[config.mk]
export PLATFORM = sky130hd
export DESIGN_NAME = ex_div_flat
export DESIGN_NICKNAME = d
export VERILOG_FILES = /design/src/rtl/ex_div_pkg.sv /design/src/rtl/ex_div_if.sv /design/src/rtl/ex_div.sv /design/src/flat_wrapper.sv
export SDC_FILE = /design/constraint.sdc
export NUM_CORES = 1
export LEC_CHECK = 0
export CORE_ASPECT_RATIO = 1.4
export CORE_MARGIN = 1
export CORE_UTILIZATION = 50
export CTS_CLUSTER_DIAMETER = 150
export CTS_CLUSTER_SIZE = 12
export DETAILED_ROUTE_END_ITERATION = 7
export GPL_TIMING_DRIVEN = 0
export PLACE_DENSITY = 0.75
export RECOVER_POWER = 100
export SETUP_SLACK_MARGIN = 0.3
export SYNTH_ARGS = -nofsm -noshare
export SYNTH_HDL_FRONTEND = slang
export SYNTH_SLANG_ARGS = --single-unit
[constraint.sdc]
create_clock -name clk -period 10.1 [get_ports clk]
set_input_delay 1.01 -clock clk [delete_from_list [all_inputs] [get_ports clk]]
set_output_delay 1.01 -clock clk [all_outputs]
set_load 0.1 [all_outputs]
[src/rtl/ex_div_pkg.sv]
// Shared constants for the EX-stage divider: FSM encodings, handshake levels, default width.
package ex_div_pkg;

  localparam int unsigned DIV_DATA_W = 32;

  localparam logic [1:0] DIV_FREE   = 2'b00;
  localparam logic [1:0] DIV_BYZERO = 2'b01;
  localparam logic [1:0] DIV_ON     = 2'b10;
  localparam logic [1:0] DIV_END    = 2'b11;

  localparam logic DIV_RESULT_READY     = 1'b1;
  localparam logic DIV_RESULT_NOT_READY = 1'b0;
  localparam logic DIV_START            = 1'b1;
  localparam logic DIV_STOP             = 1'b0;

endpackage

[src/rtl/ex_div_if.sv]
// EX <-> divider request/response bundle; master = EX stage, slave = divider.
interface ex_div_if
  import ex_div_pkg::*;
#(
  parameter int unsigned DATA_W = DIV_DATA_W
);

  logic                  signed_div_i;
  logic [DATA_W-1:0]     opdata1_i;
  logic [DATA_W-1:0]     opdata2_i;
  logic                  start_i;
  logic                  annul_i;
  logic [2*DATA_W-1:0]   result_o;
  logic                  ready_o;

  modport master (
    output signed_div_i, opdata1_i, opdata2_i, start_i, annul_i,
    input  result_o, ready_o
  );

  modport slave (
    input  signed_div_i, opdata1_i, opdata2_i, start_i, annul_i,
    output result_o, ready_o
  );

endinterface

[src/rtl/ex_div.sv]
// Iterative radix-2 restoring divider for the EX stage; result_o = {remainder, quotient}.
// Define DIV_SIGNED_EN to honour signed_div_i (DIV); otherwise every request is DIVU.
module ex_div
  import ex_div_pkg::*;
#(
  parameter int unsigned DATA_W = DIV_DATA_W
) (
  input  logic    clk,
  input  logic    rst,
  ex_div_if.slave div_if
);

  localparam int unsigned       CNT_W    = $clog2(DATA_W + 1);
  localparam logic [CNT_W-1:0]  CNT_LAST = CNT_W'(DATA_W);
  localparam logic [CNT_W-1:0]  CNT_ONE  = CNT_W'(1);

  logic [1:0]            state_q, state_d;
  logic [CNT_W-1:0]      cnt_q, cnt_d;
  logic [2*DATA_W:0]     dividend_q, dividend_d;
  logic [DATA_W-1:0]     divisor_q, divisor_d;
  logic [2*DATA_W-1:0]   result_q, result_d;
  logic                  ready_q, ready_d;

  logic                  accept_s;
  logic [DATA_W:0]       diff_s;
  logic [DATA_W-1:0]     op1_mag_s, op2_mag_s;
  logic [DATA_W-1:0]     quot_raw_s, rem_raw_s, quot_fix_s, rem_fix_s;

  assign accept_s   = (state_q == DIV_FREE) && (div_if.start_i == DIV_START) && !div_if.annul_i;
  assign diff_s     = dividend_q[2*DATA_W:DATA_W] - {1'b0, divisor_q};
  assign quot_raw_s = dividend_q[DATA_W-1:0];
  assign rem_raw_s  = dividend_q[2*DATA_W:DATA_W+1];

`ifdef DIV_SIGNED_EN
  logic neg_quot_q, neg_quot_d, neg_rem_q, neg_rem_d;
  logic sign1_s, sign2_s;

  function automatic logic [DATA_W-1:0] cond_negate(input logic [DATA_W-1:0] v, input logic neg);
    return neg ? (~v + {{(DATA_W-1){1'b0}}, 1'b1}) : v;
  endfunction

  assign sign1_s    = div_if.signed_div_i & div_if.opdata1_i[DATA_W-1];
  assign sign2_s    = div_if.signed_div_i & div_if.opdata2_i[DATA_W-1];
  assign op1_mag_s  = cond_negate(div_if.opdata1_i, sign1_s);
  assign op2_mag_s  = cond_negate(div_if.opdata2_i, sign2_s);
  assign quot_fix_s = cond_negate(quot_raw_s, neg_quot_q);
  assign rem_fix_s  = cond_negate(rem_raw_s, neg_rem_q);

  // Operand signs are captured with the operands so a later flip of signed_div_i is harmless.
  always_comb begin
    neg_quot_d = neg_quot_q;
    neg_rem_d  = neg_rem_q;
    if (accept_s) begin
      neg_quot_d = sign1_s ^ sign2_s;
      neg_rem_d  = sign1_s;
    end else begin
      neg_quot_d = neg_quot_q;
      neg_rem_d  = neg_rem_q;
    end
  end

  // Sign-flag registers.
  always_ff @(posedge clk) begin
    if (rst) begin
      neg_quot_q <= 1'b0;
      neg_rem_q  <= 1'b0;
    end else begin
      neg_quot_q <= neg_quot_d;
      neg_rem_q  <= neg_rem_d;
    end
  end
`else
  assign op1_mag_s  = div_if.opdata1_i;
  assign op2_mag_s  = div_if.opdata2_i;
  assign quot_fix_s = quot_raw_s;
  assign rem_fix_s  = rem_raw_s;
`endif

  // FSM next state and restoring-division datapath; annul_i overrides every state.
  always_comb begin
    state_d    = state_q;
    cnt_d      = cnt_q;
    dividend_d = dividend_q;
    divisor_d  = divisor_q;
    result_d   = result_q;
    ready_d    = ready_q;
    if (div_if.annul_i) begin
      state_d  = DIV_FREE;
      cnt_d    = '0;
      result_d = '0;
      ready_d  = DIV_RESULT_NOT_READY;
    end else begin
      case (state_q)
        DIV_FREE: begin
          if (accept_s) begin
            cnt_d = '0;
            if (div_if.opdata2_i == '0) begin
              state_d = DIV_BYZERO;
            end else begin
              state_d    = DIV_ON;
              dividend_d = {{DATA_W{1'b0}}, op1_mag_s, 1'b0};
              divisor_d  = op2_mag_s;
            end
          end else begin
            state_d = DIV_FREE;
          end
        end
        // Divide-by-zero dwells one extra edge so ready_o rises two edges after accept.
        DIV_BYZERO: begin
          if (cnt_q == '0) begin
            cnt_d = CNT_ONE;
          end else begin
            state_d  = DIV_END;
            cnt_d    = '0;
            result_d = '0;
            ready_d  = DIV_RESULT_READY;
          end
        end
        DIV_ON: begin
          if (cnt_q == CNT_LAST) begin
            state_d  = DIV_END;
            cnt_d    = '0;
            result_d = {rem_fix_s, quot_fix_s};
            ready_d  = DIV_RESULT_READY;
          end else begin
            cnt_d = cnt_q + CNT_ONE;
            if (diff_s[DATA_W]) begin
              dividend_d = {dividend_q[2*DATA_W-1:0], 1'b0};
            end else begin
              dividend_d = {diff_s[DATA_W-1:0], dividend_q[DATA_W-1:0], 1'b1};
            end
          end
        end
        DIV_END: begin
          if (div_if.start_i == DIV_STOP) begin
            state_d  = DIV_FREE;
            result_d = '0;
            ready_d  = DIV_RESULT_NOT_READY;
          end else begin
            state_d = DIV_END;
          end
        end
        default: begin
          state_d  = DIV_FREE;
          cnt_d    = '0;
          result_d = '0;
          ready_d  = DIV_RESULT_NOT_READY;
        end
      endcase
    end
  end

  // State, datapath and output registers.
  always_ff @(posedge clk) begin
    if (rst) begin
      state_q    <= DIV_FREE;
      cnt_q      <= '0;
      dividend_q <= '0;
      divisor_q  <= '0;
      result_q   <= '0;
      ready_q    <= DIV_RESULT_NOT_READY;
    end else begin
      state_q    <= state_d;
      cnt_q      <= cnt_d;
      dividend_q <= dividend_d;
      divisor_q  <= divisor_d;
      result_q   <= result_d;
      ready_q    <= ready_d;
    end
  end

  assign div_if.result_o = result_q;
  assign div_if.ready_o  = ready_q;

endmodule
[src/flat_wrapper.sv]
// flat-port wrapper written by rule: the top's interface ports become plain ports
module ex_div_flat import ex_div_pkg::*;
#(
  parameter int unsigned DATA_W = DIV_DATA_W
)
  (clk, rst, div_if_signed_div_i, div_if_opdata1_i, div_if_opdata2_i, div_if_start_i, div_if_annul_i, div_if_result_o, div_if_ready_o);
  ex_div_if #(.DATA_W(DATA_W)) div_if_i ();
  input  logic clk;
  input  logic rst;
  input wire logic [$bits(div_if_i.signed_div_i)-1:0] div_if_signed_div_i;
  input wire logic [$bits(div_if_i.opdata1_i)-1:0] div_if_opdata1_i;
  input wire logic [$bits(div_if_i.opdata2_i)-1:0] div_if_opdata2_i;
  input wire logic [$bits(div_if_i.start_i)-1:0] div_if_start_i;
  input wire logic [$bits(div_if_i.annul_i)-1:0] div_if_annul_i;
  output wire logic [$bits(div_if_i.result_o)-1:0] div_if_result_o;
  output wire logic [$bits(div_if_i.ready_o)-1:0] div_if_ready_o;
  assign div_if_i.signed_div_i = div_if_signed_div_i;
  assign div_if_i.opdata1_i = div_if_opdata1_i;
  assign div_if_i.opdata2_i = div_if_opdata2_i;
  assign div_if_i.start_i = div_if_start_i;
  assign div_if_i.annul_i = div_if_annul_i;
  assign div_if_result_o = div_if_i.result_o;
  assign div_if_ready_o = div_if_i.ready_o;
  ex_div #(.DATA_W(DATA_W)) u_core (.clk(clk), .rst(rst), .div_if(div_if_i));
endmodule
### Yosys cells after proc, flatten, opt, wreduce, memory -nomap -nowiden

Cells that the tools add are included.

| cells by class | value |
|---|---|
| add/sub/neg operators | 2 |
| eq/ne operators | 10 |
| mux-type cells | 23 |
| bitwise gates (word level) | 2 |
| reductions and logical operators | 15 |

Operators with widths:

| operator | count |
|---|---|
| two-way mux 65 bit | 4 |
| two-way mux 64 bit | 3 |
| one-hot mux 64 bit (3 select lines) | 1 |
| one-hot mux 65 bit (2 select lines) | 1 |
| subtractor 33 x 32 -> 33 bit | 1 |
| zero test 32 bit | 1 |
| one-hot mux 6 bit (3 select lines) | 1 |
| two-way mux 6 bit | 2 |
| two-way mux 2 bit | 5 |
| inequality test 2 bit (second input constant) | 4 |
| one-hot mux 2 bit (4 select lines) | 1 |
| AND reduction 4 bit | 2 |
| adder 6 x 1 -> 6 bit (second input constant) | 1 |
| equality test 6 bit (second input constant) | 1 |
| zero test 6 bit | 1 |
| nonzero test 3 bit | 2 |
| AND reduction 5 bit | 1 |
| equality test 2 bit (second input constant) | 2 |
| two-way mux 1 bit | 4 |
| inequality test 2 x 1 -> 1 bit (second input constant) | 2 |
| AND reduction 2 bit | 2 |
| one-hot mux 1 bit (3 select lines) | 1 |
| equality test 2 x 1 -> 1 bit (second input constant) | 1 |
| logical AND 1 bit | 2 |
| 5 further kinds | 6 |

| storage, ports and cells | value |
|---|---|
| register bits | 170 |
| input port bits | 69 |
| output and inout port bits | 65 |
| logic and storage cells | 58 |

### Longest topological paths before layout

Gate-level depths: netlist of the first run.

| depth | value |
|---|---|
| depth after elaboration | 5 |
| gate-level depth with buffers | 14 |
| gate-level depth less buffers | 13 |

### Least setup slack after synthesis of the first run

No wires, ideal clock.

| timing path | value |
|---|---|
| path kind | register to register |
| from | register u_core.dividend_q[32] |
| to | register u_core.dividend_q[62] |
| library setup time | 119 ps |
| arrival | 3044 ps |
| data required time | 9981 ps |
| path slack | 6937 ps |
| cell stages (with the launch flop) | 14 |
| buffers on the path | 1 |
| period minus slack after synthesis | 3163 ps |
| cells stage by stage | dfxtp_1 inv_1 ha_1 fa_1 nand2b_1 a211oi_1 o41a_1 a31oi_1 o31a_1 o311ai_4 buf_6 mux2i_1 o21ai_1 o21bai_1 |

| between the ends | value |
|---|---|
| cells in the longest elaborated chain, start to end | 4 |

RTL lines:

| what | RTL line | text |
|---|---|---|
| start: declaration | ex_div.sv:19 | `logic [2*DATA_W:0] dividend_q, dividend_d;` |
| start signal: assignment | ex_div.sv:165 | `dividend_q <= dividend_d;` |
| subtractor 33 x 32 -> 33 bit | ex_div.sv:30 | `assign diff_s = dividend_q[2*DATA_W:DATA_W] - {1'b0, divisor_q};` |
| two-way mux 65 bit | ex_div.sv:127 | `if (diff_s[DATA_W]) begin` |
| two-way mux 65 bit | ex_div.sv:120 | `if (cnt_q == CNT_LAST) begin` |
| one-hot mux 65 bit (2 select lines) | ex_div.sv:93 | `case (state_q)` |

No other way between the ends. The select of a mux whose other input is x is not followed.
A chain may end at the register's enable or synchronous reset.

### Worst setup path after layout of the first run

| timing path | value |
|---|---|
| from | register u_core.dividend_q[32] |
| to | register u_core.dividend_q[53] |

Same word-level chain as after synthesis.

==> results of run 1 <==
-- cell type report --
type	count	share of cell area, %
diodes	1	0.0237
plain buffers	64	2.28
clock buffers	19	4.19
clock inverters	13	1.24
inverters	46	1.63
multi-input cells	745	43.6
flip-flops and latches	170	32.2
well taps	199	2.36
repair buffers	132	12.5
-- logic make-up after synthesis --
logic type	synth area share, %
simple gates	18.1
mux	9.84
xor+xnor	2.80
flops	40.2
fa+ha+maj	6.01
buf+inv	5.09
compound gates	17.9
-- where the power goes --
group / internal, W / total, W / switching (W)
registers: 0.000688 / 0.000701 / 0.0000128
logic: 0.0000908 / 0.000212 / 0.000121
clock network: 0.000352 / 0.000637 / 0.000285
total: 0.00113 / 0.00155 / 0.000419
-- layout by cell type (no fill, tap or decap), types with 4 or more instances in the layout --
cell type | Yosys | final
clkbuf_16 | 0 | 17
o21bai_1 | 5 | 5
nand2_1 | 119 | 119
nor2_1 | 93 | 93
a21o_1 | 8 | 8
nor2b_1 | 8 | 8
ha_1 | 39 | 39
xor2_1 | 17 | 17
nand4_1 | 6 | 6
nand3_1 | 72 | 72
inv_1 | 46 | 46
mux2i_1 | 82 | 82
o21a_1 | 5 | 5
dfxtp_1 | 170 | 170
nor4_1 | 10 | 10
inv_6 | 0 | 6
a211oi_1 | 36 | 36
a21oi_1 | 105 | 105
nor3_1 | 7 | 7
a22oi_1 | 5 | 5
nand2b_1 | 11 | 12
a31oi_1 | 4 | 4
dlygate4sd3_1 | 0 | 68
clkdlybuf4s50_1 | 0 | 64
xnor2_1 | 10 | 10
clkbuf_1 | 50 | 62
o21ai_0 | 57 | 62
-- state kept, by name, summed over array words and instances (netlist names) --
register                count
u_core.cnt_q                6
u_core.div_if.ready_o       1
u_core.div_if.result_o     64
u_core.dividend_q          65
u_core.divisor_q           32
u_core.state_q              2
-- worst min-delay path, cell delays in order (launching register included) --
cell     delay, ps
dfxtp_1        300
nand2_1         50
a21oi_1         50
-- metrics by stage --
stage	util (%)	instance area [µm²]	power [W]	hold WS, ps	setup slack, ps
3_5_place_dp	61.2	10000	0.000928	445	6110
2_1_floorplan	-	8460	0.000855	455	6940
3_3_place_gp	61.2	10000	0.000925	438	6160
4_1_cts	64.7	10600	0.00156	452	6460
6_report	64.5	10600	0.00155	447	5630
5_1_grt	64.5	10600	0.00161	458	5310
-- worst max path at each step --
stage / cells past startpoint / start / slack, ps / end
2_1_floorplan: 13 / u_core.dividend_q[32]$_SDFFE_PP0P_ / 6940 / u_core.dividend_q[62]$_SDFFE_PP0P_
5_1_grt: 13 / u_core.dividend_q[32]$_SDFFE_PP0P_ / 5310 / u_core.dividend_q[60]$_SDFFE_PP0P_
3_5_place_dp: 9 / div_if_opdata2_i[24] / 6110 / u_core.dividend_q[60]$_SDFFE_PP0P_
6_report: 12 / u_core.dividend_q[32]$_SDFFE_PP0P_ / 5630 / u_core.dividend_q[53]$_SDFFE_PP0P_
4_1_cts: 13 / u_core.dividend_q[32]$_SDFFE_PP0P_ / 6460 / u_core.dividend_q[62]$_SDFFE_PP0P_
3_3_place_gp: 10 / div_if_opdata2_i[23] / 6160 / u_core.dividend_q[53]$_SDFFE_PP0P_
-- cells in the mapped netlist (2+ instances only) --
cell,number,area (µm²)
a22oi_1,5,37.5
xnor2_1,10,87.6
a211oi_1,36,270
nor2b_1,8,50.1
and2_1,3,18.8
buf_1,10,37.5
nor2_1,93,349
nor4_1,10,62.6
inv_1,46,173
o21ai_0,57,285
a2111oi_0,2,17.5
buf_6,2,22.5
clkbuf_1,50,188
a21oi_1,105,526
and3_1,2,12.5
a31oi_1,4,25.0
nand3_1,72,360
nor3_1,7,35.0
ha_1,39,488
o21ai_1,5,25.0
o21bai_1,5,37.5
o31ai_1,2,15.0
mux2i_1,82,821
a211o_1,2,17.5
a21o_1,8,60.1
nand3b_1,2,15.0
dfxtp_1,170,3400
a221o_1,2,20.0
nand2_1,119,447
nand4_1,6,37.5
nand2b_1,11,68.8
xor2_1,17,149
or2_2,2,12.5
nor3b_1,2,15.0
o21a_1,5,37.5
a41oi_1,2,17.5
buf_2,2,10.0
-- routing by layer --
layer / GRT usage [%] / routed length [µm] / up-vias
met2: 49.7 / 11700 / 212
met1: 30.5 / 9440 / 3670
met3: 6.92 / 1330 / 45
met4: 11.6 / 649 / 0
met5: 0 / 0 / -
li1: - / - / 3910
==> run summary, run 1 <==
The via count of the routed design came out at 7837. The path depth of the worst reg2reg path came out at 12. The clock-pin slew of the registers on the worst-case setup and hold paths is 70 ps.

The number of top-level pins came out at 134. The total power per unit cell area is 147 nW/µm². The area of the multi-input gates is 4600 µm². The category of cells accounting for the largest share of critical-path delay is compound AO/OA/AOI/OAI gates. The cell count after synthesis is 1025. The endpoint identified for the worst register-to-register timing path is u_core.dividend_q[53]$_SDFFE_PP0P_. The most used cell along the critical path is nand2b_1. The number of vias per cell after detailed routing is 5.64. For the final database, setup skew stands at 9.68 ps. The average instance area after synthesis came out at 8.25 µm². The setup TNS came out at 0 ps. Across the VDD grid, the largest voltage drop is 119 µV. The launch point of the worst hold path is u_core.div_if.result_o[39]$_SDFFE_PP0P_.

The sequential standard cell area came out at 3400 µm². The clock period minus final worst setup slack is 4470 ps. The launching element type of the critical path is a register. The final count of negative-setup-slack endpoints came out at 0. The number of DRC violations after detailed routing is 7.

The slack of the worst reg-to-reg path is 5630 ps. The initial detailed-routing violation count is 391. For this run, the top clock speed supported by timing is 0.224 GHz.

The capture endpoint of the worst hold path is u_core.div_if.result_o[39]$_SDFFE_PP0P_. The first-pass GRT wire length is 37900 µm. The min-delay analysis places its worst path in the category reg -> reg. Setup repair after global routing left no endpoint under its margin. The TritonCTS clock tree is built. The cell depth of the worst min-delay path came out at 2. In this run the worst path has a maximum fanout of 10.

The number of resized instances in the post-cts repair step came out at 0. The distinct cell type count of the synthesized netlist came out at 57. The synthesized flop and latch total is 170.

The H-tree was split into 4 levels. The number of global-route vias before repair came out at 7778. The number of antenna violations at the first check in global routing came to 1. The number of fill cells is 1442. The die covers 17400 µm². The static leakage came out at 4.03 nW. The largest net degree at the start of global routing came out at 17. The flow ran to the end, but the final reports show violations. Among all flip-flop cells after synthesis, the most frequent one is dfxtp_1.

The proportion of synthesized chip area in sequential cells is 40.2%. The remaining max-slew budget at the tightest pin is 31.2%. The root buffer cell chosen for the clock tree is clkbuf_16. In the final design database the tool counted 1285 nets.

The number of endpoints with negative hold slack in the final report is 0. Once detail routing completed, the nets flagged for antenna violations numbered 0. The total placed cells including tap cells came out at 1356. The buffers plus inverters on the worst setup path came out at 2. The number of buffers on the longest clock path is 2. The signal arrival time at the worst endpoint came out at 4820 ps. The source of the worst register-to-register timing path is u_core.dividend_q[32]$_SDFFE_PP0P_. The post-CTS repair timing setup buffer count is 0. The share of synthesized flip-flops with an asynchronous set or reset is 0%. The horizontal die dimension is 112 µm. The worst setup path is captured at a register. The global-route total usage across every layer came out at 27.5%. The area of the mapped netlist came out at 8460 µm². The source-to-sink clock delay at the later pin of the worst-skew pair came out at 440 ps. The number of non-filler instances in the completed layout came out at 1389.

The number of max-slew violations in the final report is 0. Once the floorplan was initialized, standard cells occupied 51.6% of the core. The weighted congestion reported at the end of routability-driven placement came out at 0.883.

For this run the aggregate overflow at the end of global routing stands at 0. The final reports fail on DRC. The sum of net half-perimeters after detailed placement came out at 17400 µm. The critical path goes through inv_1 > ha_1 > fa_1 > nand2b_1 > a211oi_1 > o41a_1 > a31oi_1 > o31a_1 > o311ai_0 > clkbuf_1 > nand2b_1 > o21ai_0. The clock buffer count from CTS came out at 17. The critical path is of the reg -> reg type. The count of input and output buffers came out at 132. The final clock period utilization by the worst path came out at 44.2%. The detailed-routing iteration count for the pre-antenna-repair pass came out at 8.

In this run the standard cell core region covers 16400 µm². The largest single stage delay on the critical path is 650 ps. The tool flagged a number of max-cap violations equal to 0.

The hold buffer count at CTS came out at 0. The count of clock tree sinks came out at 170. Measured along the y axis, the die boundary spans 156 µm. The measured slew at the worst slew-check pin came out at 1030 ps. The layout overhead on the synthesized area came out at 25.0%.

The detailed-route wire length is 23100 µm. After floorplanning, the core was divided into 55 placement rows. The ratio of cells with drive above 1 in the final layout came out at 2.94%. The worst endpoint required time is 10450 ps.

The synthesized net count came out at 1134. During synthesis, Yosys emitted a total of 0 warnings. The count of flip-flops with a built-in enable after synthesis came out at 0. The cell type of the slowest stage on the worst timing path is clkbuf_1. Dividing the detail-routed wire length by the instance count gives 16.6 µm.
Power figures use the tool's default switching activity.
==> inputs of run 2 (changes only) <==
==> constraint.sdc (replaced) <==
create_clock -name clk -period 4.48 [get_ports clk]
set_input_delay 0.448 -clock clk [delete_from_list [all_inputs] [get_ports clk]]
set_output_delay 0.448 -clock clk [all_outputs]
set_load 0.1 [all_outputs]
==> run 2 against run 1 <==
  * The flow still finishes with violations (DRC)
  * Power increased by 130%
  * Cell count about the same
  * Global-route usage unchanged
  * Sequential share of layout area decreased by 0.095 points
  * Critical path depth increased by 1
  * Largest cell class unchanged
  * Largest power group unchanged
==> run summary, run 2 (synthesized netlist as in run 1, its figures left out) <==
The number of global-route vias before repair came out at 7778. The layout overhead on the synthesized area came out at 25.3%. The post-route netlist has 3.20% of its cells at a drive strength greater than 1. The cell depth of the worst min-delay path is 2.

Data on the critical path arrives at its endpoint at 4180 ps. Counting flops per register, the top entry is u_core.dividend_q. The weighted congestion reported at the end of routability-driven placement came out at 0.883. The number of flip-flops under the largest register name is 65. The post-detailed-route count of antenna-violating nets is 0. The clock-pin slew of the registers on the worst-case setup and hold paths is 70 ps. The slowest stage of the critical path belongs to the cell clkbuf_1. The sum of net half-perimeters after detailed placement is 17400 µm.

Dividing the detail-routed wire length by the instance count gives 16.6 µm. The total power per unit cell area is 330 nW/µm². The static leakage came out at 4.04 nW. The reported max-cap violation count came out at 0. The worst register-to-register path begins at u_core.dividend_q[32]$_SDFFE_PP0P_. The number of max-slew violations in the final report came out at 0. The path depth of the worst reg2reg path came out at 13. The detailed-route wire length came out at 23100 µm. Counting along the longest clock path gives a buffer depth of 2.

The number of placement rows came out at 55. The maximum level of the CTS H-tree is 4. The run finished, with violations left. The number of top-level pins came out at 134. Setup repair after global routing left no endpoint under its margin. At the placement stage, the worst setup path has a slack of 868 ps. In the layout the commonest cells are dfxtp_1 (170), nand2_1 (119), a21oi_1 (105). The initial detailed-routing violation count is 392. The total placed cells including tap cells came out at 1356.

In this run the most critical hold path is launched from u_core.div_if.result_o[39]$_SDFFE_PP0P_. The library cell used most frequently in the layout, excluding fill and tap cells, is dfxtp_1. The worst path uses 86.2% of the clock period. The number of nets in the layout came out at 1285. The checks that failed: DRC. The residual overflow from global routing is 0. The count of clock tree sinks is 170. STA classifies the critical path endpoint as a register. The region available for standard cell placement spans 16400 µm². The remaining max-slew budget at the tightest pin is 31.3%. The global-route total usage across every layer is 27.5%. The hold buffer count at CTS came out at 0.

The signal on the critical path passes through inv_1 > ha_1 > fa_1 > nand2b_1 > a211oi_1 > o41a_1 > a31oi_1 > o31a_1 > o311ai_4 > clkbuf_1 > nor3_1 > a21oi_1 > o21ai_0. The number of antenna violations at the first check in global routing was 0. The setup slack after layout came out at 620 ps.

The worst register-to-register path ends at u_core.dividend_q[58]$_SDFFE_PP0P_. The setup TNS is 0 ps. The post-CTS repair timing setup buffer count came out at 0. The number of diodes came out at 0. The first global-routing pass estimated 37900 µm of wire. The launching element type of the critical path is a register.

The worst endpoint required time came out at 4800 ps. By startpoint and endpoint, the worst setup path is classified as reg -> reg. The largest driver fanout on the critical path is 10. The die area is 17400 µm². Dividing the detail-routed via count by the number of cells gives 5.65. Clock latency on the worst-skew pair, taken at its later pin, is 430 ps. The horizontal die dimension came out at 112 µm. The maximum ir drop on the vdd rail came out at 269 µV. The clock period minus final worst setup slack came out at 3860 ps. The number of endpoints with negative hold slack in the final report is 0. Buffers inserted during clock tree synthesis total 17. For this run, the top clock speed supported by timing is 0.259 GHz.

The final count of negative-setup-slack endpoints is 0. The buffers plus inverters on the worst setup path came out at 2. The capture endpoint of the worst hold path is u_core.div_if.result_o[39]$_SDFFE_PP0P_. Once the floorplan was initialized, standard cells occupied 51.6% of the core. After clock tree synthesis, the repair step resized 0 gates. The routed layout has 7847 vias. The library cell used as clock root buffer is clkbuf_16.

The count of input and output buffers came out at 132. The number of DRC violations after detailed routing is 7. TritonCTS built the clock tree. The slack of the worst reg-to-reg path is 620 ps. The number of non-filler instances in the completed layout is 1388. For this run, the slowest stage of the critical path takes 540 ps.

The first detailed-routing pass ran for 8 iterations. Between clock sinks in the finished design, the worst skew comes to 7.98 ps. The largest net degree at the start of global routing came out at 17. The measured slew at the worst slew-check pin is 1030 ps. The floorplan die height came out at 156 µm.

The post-layout utilization of the core is 64.7%. Broken down by cell family, the worst path's largest delay share belongs to compound AO/OA/AOI/OAI gates. In this run the worst hold path is classified as reg -> reg.
run 2: worst min-delay path, stage by stage (launching register included):
cell     delay [ps]
dfxtp_1         300
nand2_1          50
a21oi_1          50
run 2: stage by stage:
stage               power [W]  area, µm²  hold WS (ps)
global placement      0.00209      10000           438
CTS                   0.00352      10600           452
finish                0.00350      10600           447
global route          0.00364      10600           458
detailed placement    0.00209      10000           445
floorplan             0.00193       8460           455
run 2: final cells by class:
cell class / instances / area [µm²]
tap: 199 / 249
timing repair buffer: 132 / 1320
clock buffer: 19 / 443
fill: 1437 / 5780
clock inverter: 13 / 131
multi-input combinational: 745 / 4620
buffer: 64 / 255
inverter: 46 / 173
sequential: 170 / 3400
run 2: per-layer routing:
layer | part of all wire, % | GRT usage (%)
met5 | 0 | 0
met4 | 3.0 | 11.6
met1 | 41 | 30.5
met2 | 50 | 49.7
met3 | 5.9 | 6.92
run 2: power breakdown:
| group | total, W | switching [W] | internal [W] |
|---|---|---|---|
| clock | 0.00144 | 0.000642 | 0.000794 |
| combinational | 0.000485 | 0.000276 | 0.000208 |
| sequential | 0.00158 | 0.0000288 | 0.00155 |
run 2: worst max path at each step:
| stage | end | from | cells after the start | slack, ps |
|---|---|---|---|---|
| after floorplan | u_core.dividend_q[62]$_SDFFE_PP0P_ | u_core.dividend_q[32]$_SDFFE_PP0P_ | 13 | 1320 |
| after global placement | u_core.dividend_q[62]$_SDFFE_PP0P_ | u_core.dividend_q[32]$_SDFFE_PP0P_ | 13 | 890 |
| after detailed placement | u_core.dividend_q[62]$_SDFFE_PP0P_ | u_core.dividend_q[32]$_SDFFE_PP0P_ | 13 | 870 |
| after CTS | u_core.dividend_q[62]$_SDFFE_PP0P_ | u_core.dividend_q[32]$_SDFFE_PP0P_ | 13 | 840 |
| after global routing | u_core.dividend_q[33]$_SDFFE_PP0P_ | u_core.dividend_q[32]$_SDFFE_PP0P_ | 13 | 380 |
| final | u_core.dividend_q[58]$_SDFFE_PP0P_ | u_core.dividend_q[32]$_SDFFE_PP0P_ | 13 | 620 |
